==> src/rtl/gate_operand_loader.sv <==
// Serial operand loader and result sampler for the complex_gates block.
// Shifts in x then y (MSB first), waits SETTLE cycles, then registers the gate output.
module gate_operand_loader #(
    parameter int WIDTH  = 8,
    parameter int SETTLE = 2
) (
    input  logic             clk,
    input  logic             rst_n,
    input  logic             start,
    input  logic             ser_in,
    input  logic             ser_valid,
    input  logic             res_in,
    output logic [WIDTH-1:0] x,
    output logic [WIDTH-1:0] y,
    output logic             busy,
    output logic             done,
    output logic             result,
    output logic [7:0]       ones_cnt
);

    localparam int CNT_W = $clog2(2 * WIDTH + 1);

    localparam logic [1:0] S_IDLE   = 2'd0;
    localparam logic [1:0] S_LOAD   = 2'd1;
    localparam logic [1:0] S_SETTLE = 2'd2;

    logic [1:0]         state_q,  state_d;
    logic [CNT_W-1:0]   bit_cnt_q, bit_cnt_d;
    logic [2*WIDTH-1:0] shadow_q, shadow_d;
    logic [3:0]         settle_q, settle_d;
    logic [WIDTH-1:0]   x_q, x_d;
    logic [WIDTH-1:0]   y_q, y_d;
    logic               done_q, done_d;
    logic               result_q, result_d;
    logic [7:0]         ones_q, ones_d;

    always_comb begin
        state_d   = state_q;
        bit_cnt_d = bit_cnt_q;
        shadow_d  = shadow_q;
        settle_d  = settle_q;
        x_d       = x_q;
        y_d       = y_q;
        done_d    = 1'b0;
        result_d  = result_q;
        ones_d    = ones_q;

        case (state_q)
            S_IDLE: begin
                if (start) begin
                    state_d   = S_LOAD;
                    bit_cnt_d = '0;
                    shadow_d  = '0;
                end
            end
            S_LOAD: begin
                if (ser_valid) begin
                    shadow_d  = {shadow_q[2*WIDTH-2:0], ser_in};
                    bit_cnt_d = bit_cnt_q + 1'b1;
                    // Operands are published together only once the final bit arrives.
                    if (bit_cnt_q == CNT_W'(2 * WIDTH - 1)) begin
                        x_d      = shadow_d[2*WIDTH-1:WIDTH];
                        y_d      = shadow_d[WIDTH-1:0];
                        settle_d = 4'(SETTLE);
                        state_d  = S_SETTLE;
                    end
                end
            end
            S_SETTLE: begin
                settle_d = settle_q - 1'b1;
                if (settle_q == 4'd1) begin
                    result_d = res_in;
                    done_d   = 1'b1;
                    if (res_in && ones_q != 8'hFF) begin
                        ones_d = ones_q + 1'b1;
                    end
                    state_d = S_IDLE;
                end
            end
            default: begin
                state_d = S_IDLE;
            end
        endcase
    end

    always_ff @(posedge clk) begin
        if (!rst_n) begin
            state_q   <= S_IDLE;
            bit_cnt_q <= '0;
            shadow_q  <= '0;
            settle_q  <= '0;
            x_q       <= '0;
            y_q       <= '0;
            done_q    <= 1'b0;
            result_q  <= 1'b0;
            ones_q    <= '0;
        end else begin
            state_q   <= state_d;
            bit_cnt_q <= bit_cnt_d;
            shadow_q  <= shadow_d;
            settle_q  <= settle_d;
            x_q       <= x_d;
            y_q       <= y_d;
            done_q    <= done_d;
            result_q  <= result_d;
            ones_q    <= ones_d;
        end
    end

    assign x        = x_q;
    assign y        = y_q;
    assign busy     = (state_q == S_LOAD) || (state_q == S_SETTLE);
    assign done     = done_q;
    assign result   = result_q;
    assign ones_cnt = ones_q;

endmodule

==> config.mk <==
export PLATFORM = sky130hd
export DESIGN_NAME = gate_operand_loader
export DESIGN_NICKNAME = d
export VERILOG_FILES = /design/src/rtl/gate_operand_loader.sv
export SDC_FILE = /design/constraint.sdc
export NUM_CORES = 1
export LEC_CHECK = 0
export ABC_AREA = 1
export BUFFER_PORTS_ARGS = -buffer_cell sky130_fd_sc_hd__buf_2
export CORE_ASPECT_RATIO = 1.2
export CORE_MARGIN = 4
export CORE_UTILIZATION = 63
export CTS_BUF_LIST = sky130_fd_sc_hd__clkbuf_4
export CTS_CLUSTER_DIAMETER = 50
export DETAILED_ROUTE_END_ITERATION = 7
export PLACE_DENSITY = 0.91
export SLEW_MARGIN = 20
export SYNTH_ARGS = -nofsm -noshare
export SYNTH_HDL_FRONTEND = slang
export SYNTH_SLANG_ARGS = --single-unit
==> constraint.sdc <==
create_clock -name clk -period 2.2 [get_ports clk]
set_input_delay 0.22 -clock clk [delete_from_list [all_inputs] [get_ports clk]]
set_output_delay 0.22 -clock clk [all_outputs]
set_load 0.01 [all_outputs]
==> results.txt <==
The number of buffers created by CTS came out at 5. The netlist area before placement is 2240 um2. The share of post-route cells with drive strength above 1 came out at 0.147. At the end of the flow, the number of nets in the layout was 356. Dividing the final minimum period by the clock period gives 0.808. By area the synthesized netlist is led by sky130_fd_sc_hd__dfxtp_1 (46%), sky130_fd_sc_hd__nand2_1 (19%), sky130_fd_sc_hd__a21oi_1 (10%). Of the total power, the share spent switching nets is 0.352. The top achievable clock speed is 562 MHz. The finished layout holds 378 standard cells, fillers aside. The number of instances resized during post-cts repair came out at 0. The switching component of the power came out at 0.000691 W. Across the run, the number of max-cap violations was 0.

The cell count after synthesis is 308. The worst IR drop on VDD came out at 0.000623 V. The cell count after placement is 371. The relative slew slack is 0.717. The final period demand of the worst path is 1780 ps. TritonCTS built the clock tree. The via count of the first global-routing pass was 1814. The layout-stage area growth over the synthesis result came out at 9.93%. The number of antenna-violating nets in the routed design is 0. In this run the worst setup path begins at bit_cnt_q[0]$_SDFFE_PN0P_. The biggest area consumer among synthesized cells is sky130_fd_sc_hd__dfxtp_1. The remaining global-route overflow came out at 0. The number of cells on the worst reg-to-reg path came out at 9. The worst register-to-register path has a setup slack of 420 ps. The final-report hold violation count is 0. The per-instance average area after synthesis is 7.28 um2. The worst register-to-register path ends at settle_q[3]$_SDFFE_PN0P_. The final setup violation count came out at 0.

The internal portion of the total power is 0.00127 W. The number of different library cells in the post-synthesis netlist came out at 27. The antenna cell count is 0. The worst setup path is captured at a flip-flop. The total negative setup slack came out at 0 ps. At the later pin of the worst-skew pair, clock insertion delay measures 360 ps. The floorplan step set the die width to 62.5 um. Dividing the detail-routed via count by the number of cells gives 5.21. The first global-routing pass estimated 7.42 mm of wire. The logic gate share of total power came out at 0.279. The height of the die came out at 73.4 um.

Setup repair after global routing left no endpoint under its margin. The effective utilization at floorplan is 0.661. The setup skew after layout came out at 11.9 ps. The pin count of the biggest net entering global routing came out at 45. The total core area is 3400 um2. The post-CTS setup buffer count came out at 0. The tree is rooted in a sky130_fd_sc_hd__clkbuf_4. Before antenna repair, the detailed router went through 4 iterations. The category of the worst setup path launch point is a flip-flop. The flow ran to the end, and the final reports show no timing, DRC or antenna violations. Data on the critical path arrives at its endpoint at 2050 ps.

The initialized floorplan defines 23 standard-cell rows. Of the total power, registers draw 0.523. Summed over all layers, the routed wires come to 4.19 mm. The die footprint is 4580 um2. The final RePlAce weighted congestion came out at 0.850. The wire length per cell after detailed routing is 11.1 um. The routed layout has 1971 vias. The worst endpoint required time came out at 2470 ps. The net count after synthesis came out at 323. For this design the static power due to leakage is 1.01 nW. The sequential fraction of the synthesis area is 0.464. The critical-path maximum fanout is 17. Of the total power, the clock network draws 0.198. The longest clock path from root to sink contains 2 buffers.

The number of synthesized register bits is 52. The launch instance of the worst register-to-register path is bit_cnt_q[0]$_SDFFE_PN0P_. The final max-slew violation count came to 0.

The clock drives 52 sinks. The total power density per cell area came out at 795 nW/um2. The total power after layout is 0.00196 W.

The placed wire-length estimate is 3.04 mm. For this run, the total global-route usage over all layers was measured as 0.199. The slew at the pin closest to its max-slew limit is 425 ps. The count of hold-fix buffers inserted at cts is 0. The critical path is of the reg2reg type. The number of I/O pins came out at 33. The number of H-tree branching levels came out at 2.

The number of antenna violations at the first check in global routing came out at 0. In this run the worst hold path is classified as in2reg. After detailed routing, the number of remaining DRC violations is 0. The count of buffers inserted at the top-level ports came out at 32.

The share of Yosys cell area claimed by the top area cell type is 0.464. The detailed router finished its first iteration with 161 violations. The clock-pin slew of the registers on the worst-case setup and hold paths came out at 130 ps. During synthesis, Yosys emitted a total of 0 warnings.

The critical path ends at settle_q[3]$_SDFFE_PN0P_.
-- state kept, by name, summed over array words and instances, names as in the netlist --
signal / count
shadow_q: 15
ones_cnt: 8
x: 8
y: 8
bit_cnt_q: 5
settle_q: 4
state_q: 2
done: 1
result: 1
-- through the flow --
| stage | area, um2 | setup slack, ps | util | hold slack [ps] |
|---|---|---|---|---|
| 2_1_floorplan | 2240 | 663 | - | 341 |
| 3_3_place_gp | 2420 | 490 | 0.711 | 448 |
| 3_5_place_dp | 2420 | 426 | 0.711 | 451 |
| 4_1_cts | 2470 | 412 | 0.726 | 96.0 |
| 5_1_grt | 2470 | 261 | 0.726 | 84.7 |
| 6_report | 2470 | 422 | 0.726 | 111 |
-- cells in the final DEF, fill, tap and decap left out, drive strengths merged --
cell,instances
nand4,1
nand3b,2
o21ai,6
clkinv,2
inv,26
nand2,112
clkinvlp,1
ha,9
nor3b,1
or2,1
clkbuf,5
nand3,12
nor3,2
xnor2,1
nor2,24
buf,34
xor2,2
a31oi,1
dfxtp,52
a21oi,47
-- worst min-delay path by stage --
| stage | startpoint | endpoint | slack (ps) | cells after the start |
|---|---|---|---|---|
| 2_1_floorplan | rst_n | state_q[0]$_SDFFE_PN0P_ | 340 | 2 |
| 3_3_place_gp | result$_SDFFE_PN0P_ | result$_SDFFE_PN0P_ | 450 | 2 |
| 3_5_place_dp | x[4]$_SDFFE_PN0P_ | x[4]$_SDFFE_PN0P_ | 450 | 2 |
| 4_1_cts | ser_in | y[0]$_SDFFE_PN0P_ | 100 | 3 |
| 5_1_grt | ser_in | shadow_q[0]$_SDFFE_PN0P_ | 80 | 3 |
| 6_report | ser_in | y[0]$_SDFFE_PN0P_ | 110 | 3 |
-- logic make-up (layout without fill, tap and decap cells) --
family,after synthesis,in the layout,synth area share
and+or+nand+nor,155,155,0.283
buffers and inverters,35,68,0.0680
DFF,52,52,0.464
AOI/OAI and AO/OA,54,54,0.123
xor gates and xnor gates,3,3,0.0117
adders and majority gates,9,9,0.0502
-- cell usage after synthesis --
cell type,number
sky130_fd_sc_hd__nor3_1,2
sky130_fd_sc_hd__xor2_1,2
sky130_fd_sc_hd__a21oi_1,47
sky130_fd_sc_hd__nand4_1,1
sky130_fd_sc_hd__inv_1,24
sky130_fd_sc_hd__xnor2_1,1
sky130_fd_sc_hd__clkbuf_1,5
sky130_fd_sc_hd__dfxtp_1,52
sky130_fd_sc_hd__buf_4,1
sky130_fd_sc_hd__or2_2,1
sky130_fd_sc_hd__o21ai_0,5
sky130_fd_sc_hd__buf_6,2
sky130_fd_sc_hd__nor2_4,1
sky130_fd_sc_hd__clkinv_1,1
sky130_fd_sc_hd__nand3_2,1
sky130_fd_sc_hd__inv_4,1
sky130_fd_sc_hd__nand2_1,111
sky130_fd_sc_hd__nor3b_1,1
sky130_fd_sc_hd__nor2_1,21
sky130_fd_sc_hd__nand2_2,1
sky130_fd_sc_hd__ha_1,9
sky130_fd_sc_hd__a31oi_1,1
sky130_fd_sc_hd__o21ai_2,1
sky130_fd_sc_hd__nand3b_1,2
sky130_fd_sc_hd__nand3_1,11
sky130_fd_sc_hd__inv_2,1
sky130_fd_sc_hd__nor2_2,2
-- critical path, cell delays in order (launching register included) --
cell and delay [ps]:
sky130_fd_sc_hd__dfxtp_1 380, sky130_fd_sc_hd__ha_1 180, sky130_fd_sc_hd__nand2_1 70, sky130_fd_sc_hd__nor2_1 90, sky130_fd_sc_hd__ha_1 190, sky130_fd_sc_hd__nand3_2 210
sky130_fd_sc_hd__inv_2 300, sky130_fd_sc_hd__a21oi_1 120, sky130_fd_sc_hd__o21ai_0 100, sky130_fd_sc_hd__nor2_1 50
-- power by group through the flow --
stage	registers, W	clock network (W)	logic [W]
floorplan	0.00104	0	0.000471
global placement	0.00104	0	0.000529
detailed placement	0.00105	0	0.000546
CTS	0.00103	0.000408	0.000549
global route	0.00103	0.000444	0.000614
finish	0.00102	0.000389	0.000546
-- layout make-up --
cell class / count / area (um2)
flip-flops and latches: 52 / 1040
clock inverters: 2 / 12.5
multi-input cells: 221 / 1050
repair buffers: 34 / 175
inverters: 27 / 104
well taps: 37 / 46.3
fillers: 278 / 930
clock buffers: 5 / 37.5
-- layer usage --
layer / vias up / share of wire / global-route usage / routed length [um]
met5: - / 0 / 0 / 0
met4: 0 / 0.012 / 0.0760 / 51
met3: 5 / 0.058 / 0.0566 / 245
met2: 54 / 0.49 / 0.363 / 2040
met1: 869 / 0.44 / 0.221 / 1850
li1: 1043 / - / - / -
Note: power is estimated with default switching activity, not from simulation.
